<file path="src/rtl/pca_reg_arbiter_pkg.sv">
`default_nettype none
// +------------------------------------------------------------------------+
// | Module : pca_reg_arbiter_pkg                                           |
// | Brief  : Compact PCA9685 register map, register count and power-on     |
// |          default table shared by the register-write arbiter.           |
// | Rev    : 1.0  initial release                                          |
// +------------------------------------------------------------------------+
package pca_reg_arbiter_pkg;

    // Compact index space: 0..5 control, 6..69 LED0..LED15 (ON_L, ON_H,
    // OFF_L, OFF_H), 70..73 ALL_LED, 74 PRE_SCALE, 75 TESTMODE.
    localparam int PCA_TOTAL_REGISTERS = 76;
    localparam int PCA_IDX_W           = $clog2(PCA_TOTAL_REGISTERS);

    localparam logic [PCA_IDX_W-1:0] PCA_LAST_IDX = PCA_IDX_W'(PCA_TOTAL_REGISTERS - 1);

    localparam logic [7:0] PCA_MODE1         = 8'd0;
    localparam logic [7:0] PCA_MODE2         = 8'd1;
    localparam logic [7:0] PCA_SUBADR1       = 8'd2;
    localparam logic [7:0] PCA_SUBADR2       = 8'd3;
    localparam logic [7:0] PCA_SUBADR3       = 8'd4;
    localparam logic [7:0] PCA_ALLCALLADR    = 8'd5;
    localparam logic [7:0] PCA_LED0_ON_L     = 8'd6;
    localparam logic [7:0] PCA_LED15_OFF_H   = 8'd69;
    localparam logic [7:0] PCA_ALL_LED_ON_L  = 8'd70;
    localparam logic [7:0] PCA_ALL_LED_OFF_H = 8'd73;
    localparam logic [7:0] PCA_PRE_SCALE     = 8'd74;
    localparam logic [7:0] PCA_TESTMODE      = 8'd75;

    // Power-on value of a compact register index.
    function automatic logic [7:0] pca_default(input logic [7:0] idx);
        logic [7:0] v;
        v = 8'h00;
        if      (idx == PCA_MODE1)      v = 8'h11;
        else if (idx == PCA_MODE2)      v = 8'h04;
        else if (idx == PCA_SUBADR1)    v = 8'hE2;
        else if (idx == PCA_SUBADR2)    v = 8'hE4;
        else if (idx == PCA_SUBADR3)    v = 8'hE8;
        else if (idx == PCA_ALLCALLADR) v = 8'hE0;
        else if (idx == PCA_PRE_SCALE)  v = 8'h1E;
        // LEDn_OFF_H sits at 6 + 4n + 3, i.e. index mod 4 == 1 inside the LED block.
        else if ((idx >= PCA_LED0_ON_L) && (idx <= PCA_LED15_OFF_H) && (idx[1:0] == 2'b01))
            v = 8'h10;
        return v;
    endfunction

endpackage
`default_nettype wire

</file>
<file path="src/rtl/pca_reg_arbiter_fifo.sv">
`default_nettype none
// +------------------------------------------------------------------------+
// | Module : pca_wr_fifo                                                   |
// | Brief  : Two-entry, 16-bit write FIFO ({id, val}) that parks I2C        |
// |          writes arriving during a default sweep. Push and pop may       |
// |          occur in the same cycle; the parent never pushes when full     |
// |          nor pops when empty.                                          |
// | Rev    : 1.0  initial release                                          |
// +------------------------------------------------------------------------+
module pca_wr_fifo (
    input  logic        clk_i,
    input  logic        rst_i,
    input  logic        i_push,
    input  logic        i_pop,
    input  logic [15:0] i_data,
    output logic [15:0] o_head,
    output logic        o_full,
    output logic        o_empty,
    output logic [1:0]  o_count
);

    logic [15:0] r_mem0;
    logic [15:0] r_mem1;
    logic [1:0]  r_count;

    // Shift-register storage: entry 0 is always the head.
    always_ff @(posedge clk_i or posedge rst_i) begin
        if (rst_i) begin
            r_mem0  <= '0;
            r_mem1  <= '0;
            r_count <= 2'd0;
        end else begin
            case ({i_push, i_pop})
                2'b10: begin
                    if (r_count == 2'd0) r_mem0 <= i_data;
                    else                 r_mem1 <= i_data;
                    r_count <= r_count + 2'd1;
                end
                2'b01: begin
                    r_mem0  <= r_mem1;
                    r_count <= r_count - 2'd1;
                end
                2'b11: begin
                    if (r_count == 2'd1) begin
                        r_mem0 <= i_data;
                    end else begin
                        r_mem0 <= r_mem1;
                        r_mem1 <= i_data;
                    end
                end
                default: ;
            endcase
        end
    end

    assign o_head  = r_mem0;
    assign o_full  = (r_count == 2'd2);
    assign o_empty = (r_count == 2'd0);
    assign o_count = r_count;

endmodule
`default_nettype wire

</file>
<file path="src/rtl/pca_reg_arbiter.sv">
`default_nettype none
// +------------------------------------------------------------------------+
// | Module : pca_reg_arbiter                                               |
// | Brief  : Single write port arbiter for PCA register storage. Merges    |
// |          I2C strobes (priority) and held internal requests, and runs a  |
// |          default-value sweep on soft reset. Optional macro              |
// |          PCA_ARB_FIFO_EN parks I2C writes seen during a sweep in a      |
// |          2-entry FIFO and replays them afterwards (DRAIN state).        |
// | Rev    : 1.0  initial release                                          |
// +------------------------------------------------------------------------+
module pca_reg_arbiter
    import pca_reg_arbiter_pkg::*;
(
    input  logic       clk_i,
    input  logic       rst_i,
    input  logic       i2c_wr_en_i,
    input  logic [7:0] i2c_wr_id_i,
    input  logic [7:0] i2c_wr_val_i,
    input  logic       int_req_i,
    input  logic [7:0] int_wr_id_i,
    input  logic [7:0] int_wr_val_i,
    output logic       int_gnt_o,
    input  logic       soft_rst_ni,
    output logic       reg_wr_en_o,
    output logic [7:0] reg_wr_id_o,
    output logic [7:0] reg_wr_val_o,
    output logic       busy_o,
    output logic       sweep_done_o,
    output logic       drop_o
);

    localparam logic [1:0] S_IDLE  = 2'd0;
    localparam logic [1:0] S_SWEEP = 2'd1;
`ifdef PCA_ARB_FIFO_EN
    localparam logic [1:0] S_DRAIN = 2'd2;
`endif

    logic [1:0]           r_state;
    logic [PCA_IDX_W-1:0] r_idx;
    logic                 r_wr_en;
    logic [7:0]           r_wr_id;
    logic [7:0]           r_wr_val;
    logic                 r_gnt;
    logic                 r_busy;
    logic                 r_done;
    logic                 r_drop;

    // A sampled soft reset issues the index-0 write on the same edge, so the
    // sweep has no dead cycle and a mid-sweep restart goes straight to 0.
    logic                 w_sweep_act;
    logic [PCA_IDX_W-1:0] w_sweep_idx;
    logic                 w_sweep_last;

    assign w_sweep_act  = !soft_rst_ni || (r_state == S_SWEEP);
    assign w_sweep_idx  = soft_rst_ni ? r_idx : '0;
    assign w_sweep_last = (w_sweep_idx == PCA_LAST_IDX);

`ifdef PCA_ARB_FIFO_EN
    logic        w_push;
    logic        w_pop;
    logic        w_full;
    logic        w_empty;
    logic [15:0] w_head;
    logic [1:0]  w_count;

    // Park strobes during SWEEP/DRAIN; pop one entry per DRAIN cycle unless a
    // soft reset pre-empts the replay.
    always_comb begin
        w_push = i2c_wr_en_i && !w_full && (w_sweep_act || (r_state == S_DRAIN));
        w_pop  = soft_rst_ni && (r_state == S_DRAIN);
    end

    pca_wr_fifo u_fifo (
        .clk_i   (clk_i),
        .rst_i   (rst_i),
        .i_push  (w_push),
        .i_pop   (w_pop),
        .i_data  ({i2c_wr_id_i, i2c_wr_val_i}),
        .o_head  (w_head),
        .o_full  (w_full),
        .o_empty (w_empty),
        .o_count (w_count)
    );
`endif

    // Arbitration FSM with registered write port and status pulses.
    always_ff @(posedge clk_i or posedge rst_i) begin
        if (rst_i) begin
            r_state  <= S_IDLE;
            r_idx    <= '0;
            r_wr_en  <= 1'b0;
            r_wr_id  <= 8'h00;
            r_wr_val <= 8'h00;
            r_gnt    <= 1'b0;
            r_busy   <= 1'b0;
            r_done   <= 1'b0;
            r_drop   <= 1'b0;
        end else begin
            r_wr_en <= 1'b0;
            r_gnt   <= 1'b0;
            r_busy  <= 1'b0;
            r_done  <= 1'b0;
            r_drop  <= 1'b0;
            if (w_sweep_act) begin
                r_wr_en  <= 1'b1;
                r_wr_id  <= 8'(w_sweep_idx);
                r_wr_val <= pca_default(8'(w_sweep_idx));
                r_busy   <= 1'b1;
                if (w_sweep_last) begin
                    r_done <= 1'b1;
                    r_idx  <= '0;
`ifdef PCA_ARB_FIFO_EN
                    r_state <= (!w_empty || w_push) ? S_DRAIN : S_IDLE;
`else
                    r_state <= S_IDLE;
`endif
                end else begin
                    r_idx   <= w_sweep_idx + PCA_IDX_W'(1);
                    r_state <= S_SWEEP;
                end
`ifdef PCA_ARB_FIFO_EN
                if (i2c_wr_en_i && w_full) r_drop <= 1'b1;
`else
                if (i2c_wr_en_i) r_drop <= 1'b1;
`endif
            end
`ifdef PCA_ARB_FIFO_EN
            else if (r_state == S_DRAIN) begin
                r_wr_en  <= 1'b1;
                r_wr_id  <= w_head[15:8];
                r_wr_val <= w_head[7:0];
                r_busy   <= 1'b1;
                if (i2c_wr_en_i && w_full) r_drop <= 1'b1;
                if ((w_count == 2'd1) && !w_push) r_state <= S_IDLE;
            end
`endif
            else if (i2c_wr_en_i) begin
                r_wr_en  <= 1'b1;
                r_wr_id  <= i2c_wr_id_i;
                r_wr_val <= i2c_wr_val_i;
            end else if (int_req_i) begin
                r_wr_en  <= 1'b1;
                r_wr_id  <= int_wr_id_i;
                r_wr_val <= int_wr_val_i;
                r_gnt    <= 1'b1;
            end
        end
    end

    assign reg_wr_en_o  = r_wr_en;
    assign reg_wr_id_o  = r_wr_id;
    assign reg_wr_val_o = r_wr_val;
    assign int_gnt_o    = r_gnt;
    assign busy_o       = r_busy;
    assign sweep_done_o = r_done;
    assign drop_o       = r_drop;

endmodule
`default_nettype wire

</file>
<file path="config.mk">
export PLATFORM = sky130hd
export DESIGN_NAME = pca_reg_arbiter
export DESIGN_NICKNAME = d
export VERILOG_FILES = /design/src/rtl/pca_reg_arbiter_pkg.sv /design/src/rtl/pca_reg_arbiter_fifo.sv /design/src/rtl/pca_reg_arbiter.sv
export SDC_FILE = /design/constraint.sdc
export NUM_CORES = 1
export LEC_CHECK = 0
export ABC_AREA = 1
export CAP_MARGIN = 5
export CORE_UTILIZATION = 41
export CTS_CLUSTER_DIAMETER = 50
export DETAILED_ROUTE_END_ITERATION = 8
export PLACE_DENSITY = 0.76
export RECOVER_POWER = 50
export SKIP_LAST_GASP = 1
export SLEW_MARGIN = 10
export SYNTH_ARGS = -nofsm -noshare
export SYNTH_HDL_FRONTEND = slang
export SYNTH_SLANG_ARGS = --single-unit
</file>
<file path="constraint.sdc">
create_clock -name clk_i -period 1.35 [get_ports clk_i]
set_clock_uncertainty 0.15 [all_clocks]
set_input_delay 0.27 -clock clk_i [delete_from_list [all_inputs] [get_ports clk_i]]
set_output_delay 0.27 -clock clk_i [all_outputs]
set_load 0.05 [all_outputs]
</file>
After elaboration in Yosys (flattened, before gate mapping)
Cells that the tools add are included.
{"block": "word_totals", "ff_bits": 30, "latch_bits": 0, "ramBits": 0, "romBits": 0, "input_bits": 37, "output_inout_bits": 21, "wordCells": 54, "memories": 0}
{"block": "op_classes", "add_sub_neg": 1, "multipliers": 0, "div_mod_pow": 0, "magnitude_cmp": 2, "n_eq_ne": 9, "shifts": 0, "muxes": 27, "n_bitwise": 0, "n_reduce_logical": 6}
{"op": "8-bit 2-to-1 mux", "n": 12}
{"op": "7-bit by 2-bit equality test with 1-bit output, second input constant", "n": 2}
{"op": "7-bit by 3-bit equality test with 1-bit output, second input constant", "n": 2}
{"op": "7-bit equality test, second input constant", "n": 2}
{"op": "7-bit 2-to-1 mux", "n": 2}
{"op": "1-bit 2-to-1 mux", "n": 11}
{"op": "5-bit 2-to-1 mux", "n": 2}
{"op": "7-bit by 1-bit adder with 7-bit output, second input constant", "n": 1}
{"op": "7-bit by 1-bit equality test with 1-bit output, second input constant", "n": 1}
{"op": "7-bit by 3-bit >= comparator with 1-bit output, second input constant", "n": 1}
{"op": "7-bit <= comparator, second input constant", "n": 1}
{"op": "7-bit logical NOT", "n": 1}
{"op": "2-bit by 1-bit equality test with 1-bit output, second input constant", "n": 2}
{"op": "3-bit nonzero test", "n": 1}
{"op": "1-bit logical AND", "n": 2}
{"op": "1-bit logical NOT", "n": 1}
{"op": "1-bit logical OR", "n": 1}

Depth between registers and ports, before layout
Gate-level depths: netlist of the first run.
{"block": "logic_depth", "depth_word": 13, "mapped_depth": 10, "ltp_nobuf": 9}

Least setup slack after synthesis of the first run
Ideal clock, no wire load.
{"block": "synth_timing", "kind": "reg-to-reg", "start": "register r_state[0]", "end": "register r_wr_val[0], in the netlist reg_wr_val_o[0]", "setup_time_ps": 121, "arrival_time_ps": 1214, "t_required_ps": 1079, "setup_slack_ps": -136, "stages_incl_launch_ff": 8, "path_buffers": 2, "period_less_slack_ps": 1486, "cell_sequence": "dfrtp_1 buf_6 inv_2 nand2_2 inv_2 nand3_2 buf_2 o22a_1"}
{"block": "synth_between", "elab_chain_cells": 3, "word_cells_on_any_way": 4, "cone_classes": "eq/ne (1); mux (1); reduce/logical (2)"}
{"item": "from (decl)", "line": "pca_reg_arbiter.sv:38", "text": "logic [1:0] r_state;"}
{"item": "from (signal assigned)", "line": "pca_reg_arbiter.sv:89", "text": "r_state <= S_IDLE;"}
{"item": "from (signal assigned)", "line": "pca_reg_arbiter.sv:115", "text": "r_state <= S_IDLE;"}
{"item": "from (signal assigned)", "line": "pca_reg_arbiter.sv:119", "text": "r_state <= S_SWEEP;"}
{"item": "2-bit by 1-bit equality test with 1-bit output (*)", "line": "pca_reg_arbiter.sv:54", "text": "assign w_sweep_act = !soft_rst_ni || (r_state == S_SWEEP);"}
{"item": "1-bit logical OR (*)", "line": "pca_reg_arbiter.sv:54"}
{"item": "3-bit nonzero test (no source line) or 8-bit 2-to-1 mux (tied branches)"}
{"item": "to (signal assigned)", "line": "pca_reg_arbiter.sv:107", "text": "r_wr_val <= pca_default(8'(w_sweep_idx));"}
{"item": "to (signal assigned)", "line": "pca_reg_arbiter.sv:140", "text": "r_wr_val <= i2c_wr_val_i;"}
{"item": "to (signal assigned)", "line": "pca_reg_arbiter.sv:144", "text": "r_wr_val <= int_wr_val_i;"}
{"item": "to (decl)", "line": "pca_reg_arbiter.sv:42", "text": "logic [7:0] r_wr_val;"}
Mark *: on every way between the ends. The rest lies on a longest branch, timed or not.
A chain may end at the register's enable or synchronous reset.

Worst setup path in the final report of the first run
{"block": "layout_timing", "start": "register r_idx[2]", "end": "register r_wr_val[4], in the netlist reg_wr_val_o[4]"}
{"block": "layout_between", "elab_chain_cells": 13, "word_cells_on_any_way": 21, "cone_classes": "order compare (2); eq/ne (6); mux (10); reduce/logical (3)"}
{"item": "from (decl)", "line": "pca_reg_arbiter.sv:39", "text": "logic [PCA_IDX_W-1:0] r_idx;"}
{"item": "from (signal assigned)", "line": "pca_reg_arbiter.sv:118", "text": "r_idx <= w_sweep_idx + PCA_IDX_W'(1);"}
{"item": "7-bit 2-to-1 mux (*)", "line": "pca_reg_arbiter.sv:55", "text": "assign w_sweep_idx = soft_rst_ni ? r_idx : '0;"}
{"item": "7-bit by 3-bit >= comparator with 1-bit output or 7-bit <= comparator (tied branches)", "line": "pca_reg_arbiter_pkg.sv:42", "text": "else if ((idx >= PCA_LED0_ON_L) && (idx <= PCA_LED15_OFF_H) && (idx[1:0] == 2'b01))"}
{"item": "1-bit logical AND (2 in a row)", "line": "pca_reg_arbiter_pkg.sv:42"}
{"item": "5-bit 2-to-1 mux", "line": "pca_reg_arbiter_pkg.sv:42"}
{"item": "5-bit 2-to-1 mux", "line": "pca_reg_arbiter_pkg.sv:40", "text": "else if (idx == PCA_PRE_SCALE) v = 8'h1E;"}
{"item": "8-bit 2-to-1 mux", "line": "pca_reg_arbiter_pkg.sv:39", "text": "else if (idx == PCA_ALLCALLADR) v = 8'hE0;"}
{"item": "8-bit 2-to-1 mux", "line": "pca_reg_arbiter_pkg.sv:38", "text": "else if (idx == PCA_SUBADR3) v = 8'hE8;"}
{"item": "8-bit 2-to-1 mux", "line": "pca_reg_arbiter_pkg.sv:37", "text": "else if (idx == PCA_SUBADR2) v = 8'hE4;"}
{"item": "8-bit 2-to-1 mux", "line": "pca_reg_arbiter_pkg.sv:36", "text": "else if (idx == PCA_SUBADR1) v = 8'hE2;"}
{"item": "8-bit 2-to-1 mux", "line": "pca_reg_arbiter_pkg.sv:35", "text": "else if (idx == PCA_MODE2) v = 8'h04;"}
{"item": "8-bit 2-to-1 mux (*)", "line": "pca_reg_arbiter_pkg.sv:34", "text": "if (idx == PCA_MODE1) v = 8'h11;"}
{"item": "8-bit 2-to-1 mux (*)", "line": "pca_reg_arbiter.sv:104", "text": "if (w_sweep_act) begin"}
Marks and branches as above.

==> results.txt, run 1 <==
The post-route fraction of the period consumed by the critical path is 117.7%. The CTS sink count is 29. The flow ran to the end, but the final reports show violations. The setup TNS is -2.378 ns. The top cell type by total area after synthesis is dfrtp_1. STA classifies the critical path endpoint as a register. A synthesized cell averages slightly above 7 um^2. The post-route worst setup slack came out at -0.2387 ns.

The worst hold margin is 0.3573 ns. The die area is between 4000 and 5000 um^2. The share of synthesized flip-flops with an asynchronous set or reset is 100.0%. The routed design uses between 800 and 900 um of met3 wire. The number of remaining DRC errors is 0. TritonCTS built the clock tree. The total length of routed met2 wires came out at 3.937 mm. The worst setup path is launched from a register. The count of endpoints failing hold in the final timing report came out at 0. The buffers plus inverters on the worst setup path is 0. Setup repair after global routing could not meet its margin everywhere. The congestion estimate from routability-driven global placement came to 0.8364.

The critical setup path kind is reg2reg. Dividing the detail-routed wire length by the instance count gives 20.69 um. Of the synthesized area, sequential elements account for 43.03%. The largest net degree at the start of global routing came out at 30. The initial standard-cell utilization of the core is 44.40%. The number of buffers inserted during clock tree synthesis is 5. In this run, synthesis inferred 0 flip-flops with an integrated enable. In this run the standard cell core region covers 3799 um^2. The violation count after the first detailed-route iteration is 258. The number of top-level pins is 58. The cell family contributing the most delay on the critical path is simple AND/OR/NAND/NOR gates. The leakage power of the design came out at roughly 1.6 nW. The most used flip-flop cell after synthesis is dfrtp_1. Yosys mapped the design onto 25 distinct sky130hd cell types. The count of state elements after synthesis came out at 29. The number of failing setup endpoints in the final timing report is 21. The count of inserted antenna diode cells is 0.

The critical path's slowest cell is dfrtp_2. The insertion delay of the later-clocked pin in the worst-skew pair came out at 0.29 ns. Counting the fill cells in the layout gives 171.

The data required time at the worst endpoint is about 1.4 ns. Walking the worst path, the cells encountered are nand2_4 -> nand2_4 -> nor2_2 -> nand2_2 -> nor2_2 -> nor2_1 -> a21oi_1. For this design, the CTS-stage hold fixing added 0 buffers. The area fraction of the dominant cell type after synthesis is 43.03%. The upper clock frequency limit came out at 629.4 MHz. The slew of the pin with the lowest slew margin is about 0.78 ns.

Synthesis produced 238 cells. Max-cap violations in this run came to 0. The total overflow reported by the global router is 0.

For this run, the post-layout net count is 382. The number of buffers added on ports came out at 57. For this run, the slowest stage of the critical path takes about 0.48 ns.

The via count of the first global-routing pass came out at approximately 2,000. CTS built an H-tree with a depth of 2. The routed length on met1 came out at 2.792 mm. The combined area of all synthesized cells came out at 1687 um^2. The core utilization of the finished layout came out at 87.29%. The share of cells above drive strength 1 came out at 42.73%. The number of antenna violations at the first check in global routing is 0. The pre-CTS setup slack came out at -0.6501 ns. The relative area change from synthesis to final layout is 96.59%.

Measured along the x axis, the die boundary spans 66.14 um. The number of rows in the core area came out at 22. Across every metal layer, demand over resource in global routing totals 27.57%.

The first global-routing pass estimated just under 9 mm of wire. The total via count after detailed routing is about 2,300. The post-synth net total is around 280. The via density per instance is 5.969. The count of synthesis-stage warnings from yosys is 0. The remaining max-slew budget at the tightest pin came out at 48.08%. The clock transition at the register clock pins on the worst setup and hold paths after CTS is 0.08 ns. The type of the tightest min-delay check is in2async.

Signal routing reaches up to met4. The final reports fail on setup timing. The total power came out at 0.002685 W. The final-report max-slew violation count is 0.

The number of iterations in the first detailed-routing pass came out at 5. The total wire length after detailed routing came out at 8.112 mm. The number of antenna-violating nets in the routed design is 0. For this design the ratio of total power to cell area is 809.7 nW/um^2. The post-detailed-placement half-perimeter wirelength is 3.905 mm. STA puts the critical path data arrival time at 1.65 ns. The root cell of the clock tree is clkbuf_8. The worst ir drop on vdd is roughly 0.84 mV. In this run the worst path has a maximum fanout of 5. The clock period minus worst slack came out at approximately 1.6 ns. In this run the vertical extent of the chip is 66.14 um. The longest clock path from root to sink contains 2 buffers. Sorting the synthesized cells by area gives the leading types as dfrtp_1, nor2_1, nand2_1.
==> registers in the layout (all words and copies together) (netlist names) <==
register,cells
drop_o,1
sweep_done_o,1
busy_o,1
r_state,1
reg_wr_val_o,8
reg_wr_en_o,1
reg_wr_id_o,8
int_gnt_o,1
r_idx,7
==> stage by stage <==
step | instance area, um^2 | instances
2_1_floorplan | 1742 | 238
3_3_place_gp | 2798 | 368
3_5_place_dp | 2798 | 368
4_1_cts | 3007 | 382
5_1_grt | 3316 | 392
6_report | 3316 | 392
==> worst paths after layout <==
path                            slack, ns  cells past startpoint       startpoint               to
min in group clk_i                   0.43                      3      i2c_wr_en_i        int_gnt_o
max in group asynchronous            0.14                      3            rst_i         r_idx[2]
worst min register to register       0.45                      2  reg_wr_val_o[3]  reg_wr_val_o[3]
worst max-delay path                -0.24                      7         r_idx[2]  reg_wr_val_o[4]
worst min-delay path                 0.36                      3            rst_i  reg_wr_val_o[6]
worst max register to register      -0.24                      7         r_idx[2]  reg_wr_val_o[4]
==> worst register-to-register path, stage by stage (launching register included) <==
cell and delay, ns:
dfrtp_2 0.48, nand2_4 0.12, nand2_4 0.08, nor2_2 0.18, nand2_2 0.13, nor2_2 0.15, nor2_1 0.07, a21oi_1 0.15
==> power by group <==
group / internal [W] / switching [W]
Combinational: 0.000436 / 0.000465
Sequential: 0.000924 / 0.0000825
Clock: 0.000405 / 0.000372
==> metal layers <==
metal	vias up	track usage, %
met3	67	5.000
met5	-	0
met1	1085	33.91
met2	200	46.56
li1	988	-
met4	0	12.50
==> timing repair <==
item                                   CTS  global route
setup endpoints to repair               28            23
cloned                                   2             4
pin swaps                                5            22
resized for setup                       20            65
endpoints found under the hold margin    0             0
setup buffers                            5             7
==> kinds of logic after synthesis <==
family / count (synthesis) / synth area share [%]
flops: 29 / 43.03
compound gates: 43 / 13.50
simple gates: 137 / 35.01
fa+ha+maj: 1 / 0.7417
buf+inv: 28 / 7.715
==> synthesized netlist by cell type (2+ instances only) <==
library cell,number
a21oi_1,19
clkbuf_1,2
dfrtp_1,29
nor2_1,59
buf_6,2
nand2_4,2
nand2_2,7
o21ai_0,16
nor2_2,2
a31oi_1,4
inv_2,4
nand2_1,45
inv_1,13
nand3_1,19
buf_2,5
==> placed cells by master (no fill, tap or decap), types with 3 or more instances in the layout <==
| master | instances |
|---|---|
| nand2_2 | 15 |
| inv_4 | 3 |
| clkdlybuf4s50_1 | 34 |
| a21oi_1 | 14 |
| o21ai_0 | 13 |
| nor2_2 | 7 |
| a21oi_2 | 5 |
| nand3_4 | 3 |
| nor2_1 | 43 |
| clkbuf_8 | 6 |
| o21ai_1 | 4 |
| nand2_1 | 32 |
| inv_1 | 9 |
| nand3_1 | 13 |
| buf_12 | 22 |
| dfrtp_1 | 27 |
| nand3_2 | 5 |
| nand2_4 | 6 |
| nor2_4 | 12 |
| buf_6 | 7 |
| a31oi_1 | 3 |
| buf_4 | 37 |
| inv_2 | 4 |
==> final cells by class <==
| class | count | area [um^2] | area share, % |
|---|---|---|---|
| multi-input combinational | 182 | 1097 | 33.09 |
| timing repair inverter | 1 | 6.256 | 0.1887 |
| timing repair buffer | 107 | 1249 | 37.66 |
| tap | 48 | 60.06 | 1.811 |
| clock buffer | 7 | 86.33 | 2.604 |
| inverter | 18 | 88.84 | 2.679 |
| sequential | 29 | 728.2 | 21.96 |
Note: power is estimated with default switching activity, not from simulation.
==> run 2: changes to the inputs <==
--- a/config.mk
+++ b/config.mk
@@ -7,13 +7,13 @@
 export LEC_CHECK = 0
 export ABC_AREA = 1
 export CAP_MARGIN = 5
+export CORE_ASPECT_RATIO = 0.7
 export CORE_UTILIZATION = 41
 export CTS_CLUSTER_DIAMETER = 50
 export DETAILED_ROUTE_END_ITERATION = 8
 export PLACE_DENSITY = 0.76
 export RECOVER_POWER = 50
 export SKIP_LAST_GASP = 1
-export SLEW_MARGIN = 10
 export SYNTH_ARGS = -nofsm -noshare
 export SYNTH_HDL_FRONTEND = slang
 export SYNTH_SLANG_ARGS = --single-unit
==> run 2 against run 1 <==
The flow still finishes with violations (setup timing). Global-route usage fell by 0.32 points. Core utilization fell by 6.0 points. Clock power rose by 21%. Setup slack improved by 0.080 ns. Sequential power barely moved. Count of clock-buffer cells in the layout did not move. Highest routed layer unchanged.
==> results.txt, run 2 (synthesis results as in run 1) <==
The remaining max-slew budget at the tightest pin is slightly above 50%. The via density per instance came out at roughly 5.3. The number of nets in the layout is approximately 370. The combinational group share of total power is 30.4%. The maximum fanout count along the critical path came out at 3. The standard cell area after detailed placement came out at ~2800 um^2.

The largest net degree at the start of global routing came out at 30. In this run the clock root is driven by a clkbuf_8. STA classifies the critical path endpoint as a register. The total length of routed met2 wires came out at about 2.8 mm. The number of antenna violations at the first check in global routing was 0. The via count of the first global-routing pass came out at 1,889. After floorplanning, the core was sized to cover 3923 um^2.

The initial standard-cell utilization of the core came out at 43.00%. The post-detailed-placement half-perimeter wirelength is about 4.2 mm. The number of antenna-violating nets in the routed design came out at 0. The switching power total is 0.0008531 W.

The number of iterations in the first detailed-routing pass came out at 4. The ratio of total power to cell area is 876.3 nW/um^2. The checks that failed: setup timing. The upper clock frequency limit is 662.8 MHz. The final standard cell area without fillers came out at 3188 um^2. By startpoint and endpoint, the worst setup path is classified as reg2reg. The share of cells above drive strength 1 came out at 39.40%. The average wire per cell in the routed design is ~16 um. The min-delay analysis places its worst path in the category in2async. The tool flagged a number of max-cap violations equal to 0. Clock tree synthesis found a total of 29 sinks. The clock tree from TritonCTS is built.

Setup repair after global routing could not meet its margin everywhere. Wire segments on met3 add up to 489 um in the final route. The floorplan step set the die height to 55.66 um. On the critical path, the stage with the largest delay is an instance of dfrtp_1. The number of remaining DRC errors is 0.

The worst ir drop on vdd is 1.029 mV. The delay of the slowest cell on the worst path is 0.39 ns. The count of endpoints failing hold in the final timing report is 0. The setup TNS is -1.236 ns. The number of top-level pins is 58. The most common cell after layout, fill and taps aside is nor2_1.

The floorplan has 19 rows. The depth of the CTS H-tree is 2. In the layout the commonest cells are nor2_1, nand2_1, clkdlybuf4s50_1.

The insertion delay of the later-clocked pin in the worst-skew pair is 0.28 ns. The violation count after the first detailed-route iteration is around 170. The total power is ~0.0028 W.

The clock period minus worst slack came out at 1.509 ns. The number of failing setup endpoints in the final timing report is 20. The maximum number of buffers from clock root to sink came out at 2.

The cell family contributing the most delay on the critical path is simple AND/OR/NAND/NOR gates. The slew of the pin with the lowest slew margin came out at 0.7402 ns. The arrival time of data at the critical path endpoint came out at 1.56 ns. The detailed router put a total of 2.706 mm of wire on met1.

The internal power consumption is just under 0.002 W. The all-layer global routing usage is 27.25%. At the worst endpoint, the required time is 1.40 ns. Measured on the finished design, the core utilization comes to 81.28%. The total overflow reported by the global router came out at 0. The number of buffers added on ports came out at 57. The relative area change from synthesis to final layout is 89.02%. The weighted congestion reported at the end of routability-driven placement is 0.9365. The post-route worst setup slack is -0.1588 ns. The wire length of the first global-routing pass came out at 9.039 mm. The floorplan step set the die width to between 70 and 80 um. The post-route fraction of the period consumed by the critical path came out at 111.8%. The most frequent cell on the critical path is nand2_2. The count of inserted antenna diode cells came out at 0. The part of the total power dissipated in sequential elements is 35.8%. The run finished, with violations left.

The filler cells instantiated in the layout total 240. The die area is ~4400 um^2. The switching share of power came out at 30.53%. The type of element launching the critical path is a register. The share of total power dissipated in the clock network is 33.8%. The total via count after detailed routing came out at 2,067. The leakage power of the design came out at 1.533 nW. The buffers plus inverters on the worst setup path is 1.

The clock transition at the register clock pins on the worst setup and hold paths after CTS came out at roughly 0.070 ns. The number of buffers inserted during clock tree synthesis came out at 5. Wires add up to around 6.2 mm. In this run the top signal layer used is met4.

The final-report max-slew violation count is 0. The critical path goes through nand2_2 -> ha_4 -> inv_2 -> nor2_2 -> nand2_2 -> nand2_4 -> nor2_4 -> nand2_1 -> a21oi_1.
run 2: changes by cell type in the layout (fill, tap and decap cells not counted), sizes merged:
| cell | change |
|---|---|
| buf | -6 |
| bufinv | +1 |
| clkbuf | -3 |
| clkdlybuf4s15 | +1 |
| inv | -1 |
| nand3 | -1 |
run 2: routing by layer:
metal,track usage (%),up-vias
li1,-,957
met1,36.93,986
met2,42.73,104
met3,7.705,20
met4,7.407,0
met5,0,-
run 2: stage by stage:
step           hold slack [ns]  worst slack [ns]  std cells
5_1_grt                 0.3969           -0.2255        387
3_3_place_gp            0.3804           -0.5736        372
3_5_place_dp            0.4318           -0.6731        372
6_report                0.3617           -0.1588        387
4_1_cts                 0.1964          -0.08004        386
2_1_floorplan           0.1981          -0.01173        238
run 2: final cells by class:
type                       instances  area (um^2)  area share (%)
clock buffer                       7        86.33           2.708
tap                               52        65.06           2.041
clock inverter                     1        30.03          0.9419
timing repair buffer              99         1161           36.42
sequential                        29        726.9           22.80
multi-input combinational        181         1035           32.46
inverter                          18        83.83           2.630
run 2: what timing repair did:
item,CTS,global route
hold endpoints to repair,0,0
setup buffers,5,1
gates cloned,1,0
hold buffers,0,0
pin swaps,14,11
resized for setup,27,45
setup endpoints to repair,26,22
run 2: tightest hold or removal path: cells and delay by family:
family	cells	cell delay (ns)
buffers and inverters	3	1.04
run 2: power groups by stage:
| stage | logic [W] | registers, W | clock network, W |
|---|---|---|---|
| 5_1_grt | 0.000897 | 0.00101 | 0.00100 |
| 4_1_cts | 0.000772 | 0.000993 | 0.000944 |
| 2_1_floorplan | 0.000211 | 0.00112 | 0 |
| 3_5_place_dp | 0.000741 | 0.00100 | 0 |
| 3_3_place_gp | 0.000728 | 0.00101 | 0 |
| 6_report | 0.000849 | 0.00100 | 0.000944 |
run 2: path summary, 6_finish.rpt:
check | startpoint | end | slack [ns] | cells past startpoint
worst max-delay path | r_idx[1] | reg_wr_val_o[1] | -0.16 | 9
worst min-delay path | rst_i | reg_wr_id_o[4] | 0.36 | 3
worst max register to register | r_idx[1] | reg_wr_val_o[1] | -0.16 | 9
worst min register to register | reg_wr_id_o[4] | reg_wr_id_o[4] | 0.44 | 2
max in group asynchronous | rst_i | r_idx[2] | 0.18 | 3
min in group clk_i | i2c_wr_en_i | int_gnt_o | 0.38 | 3
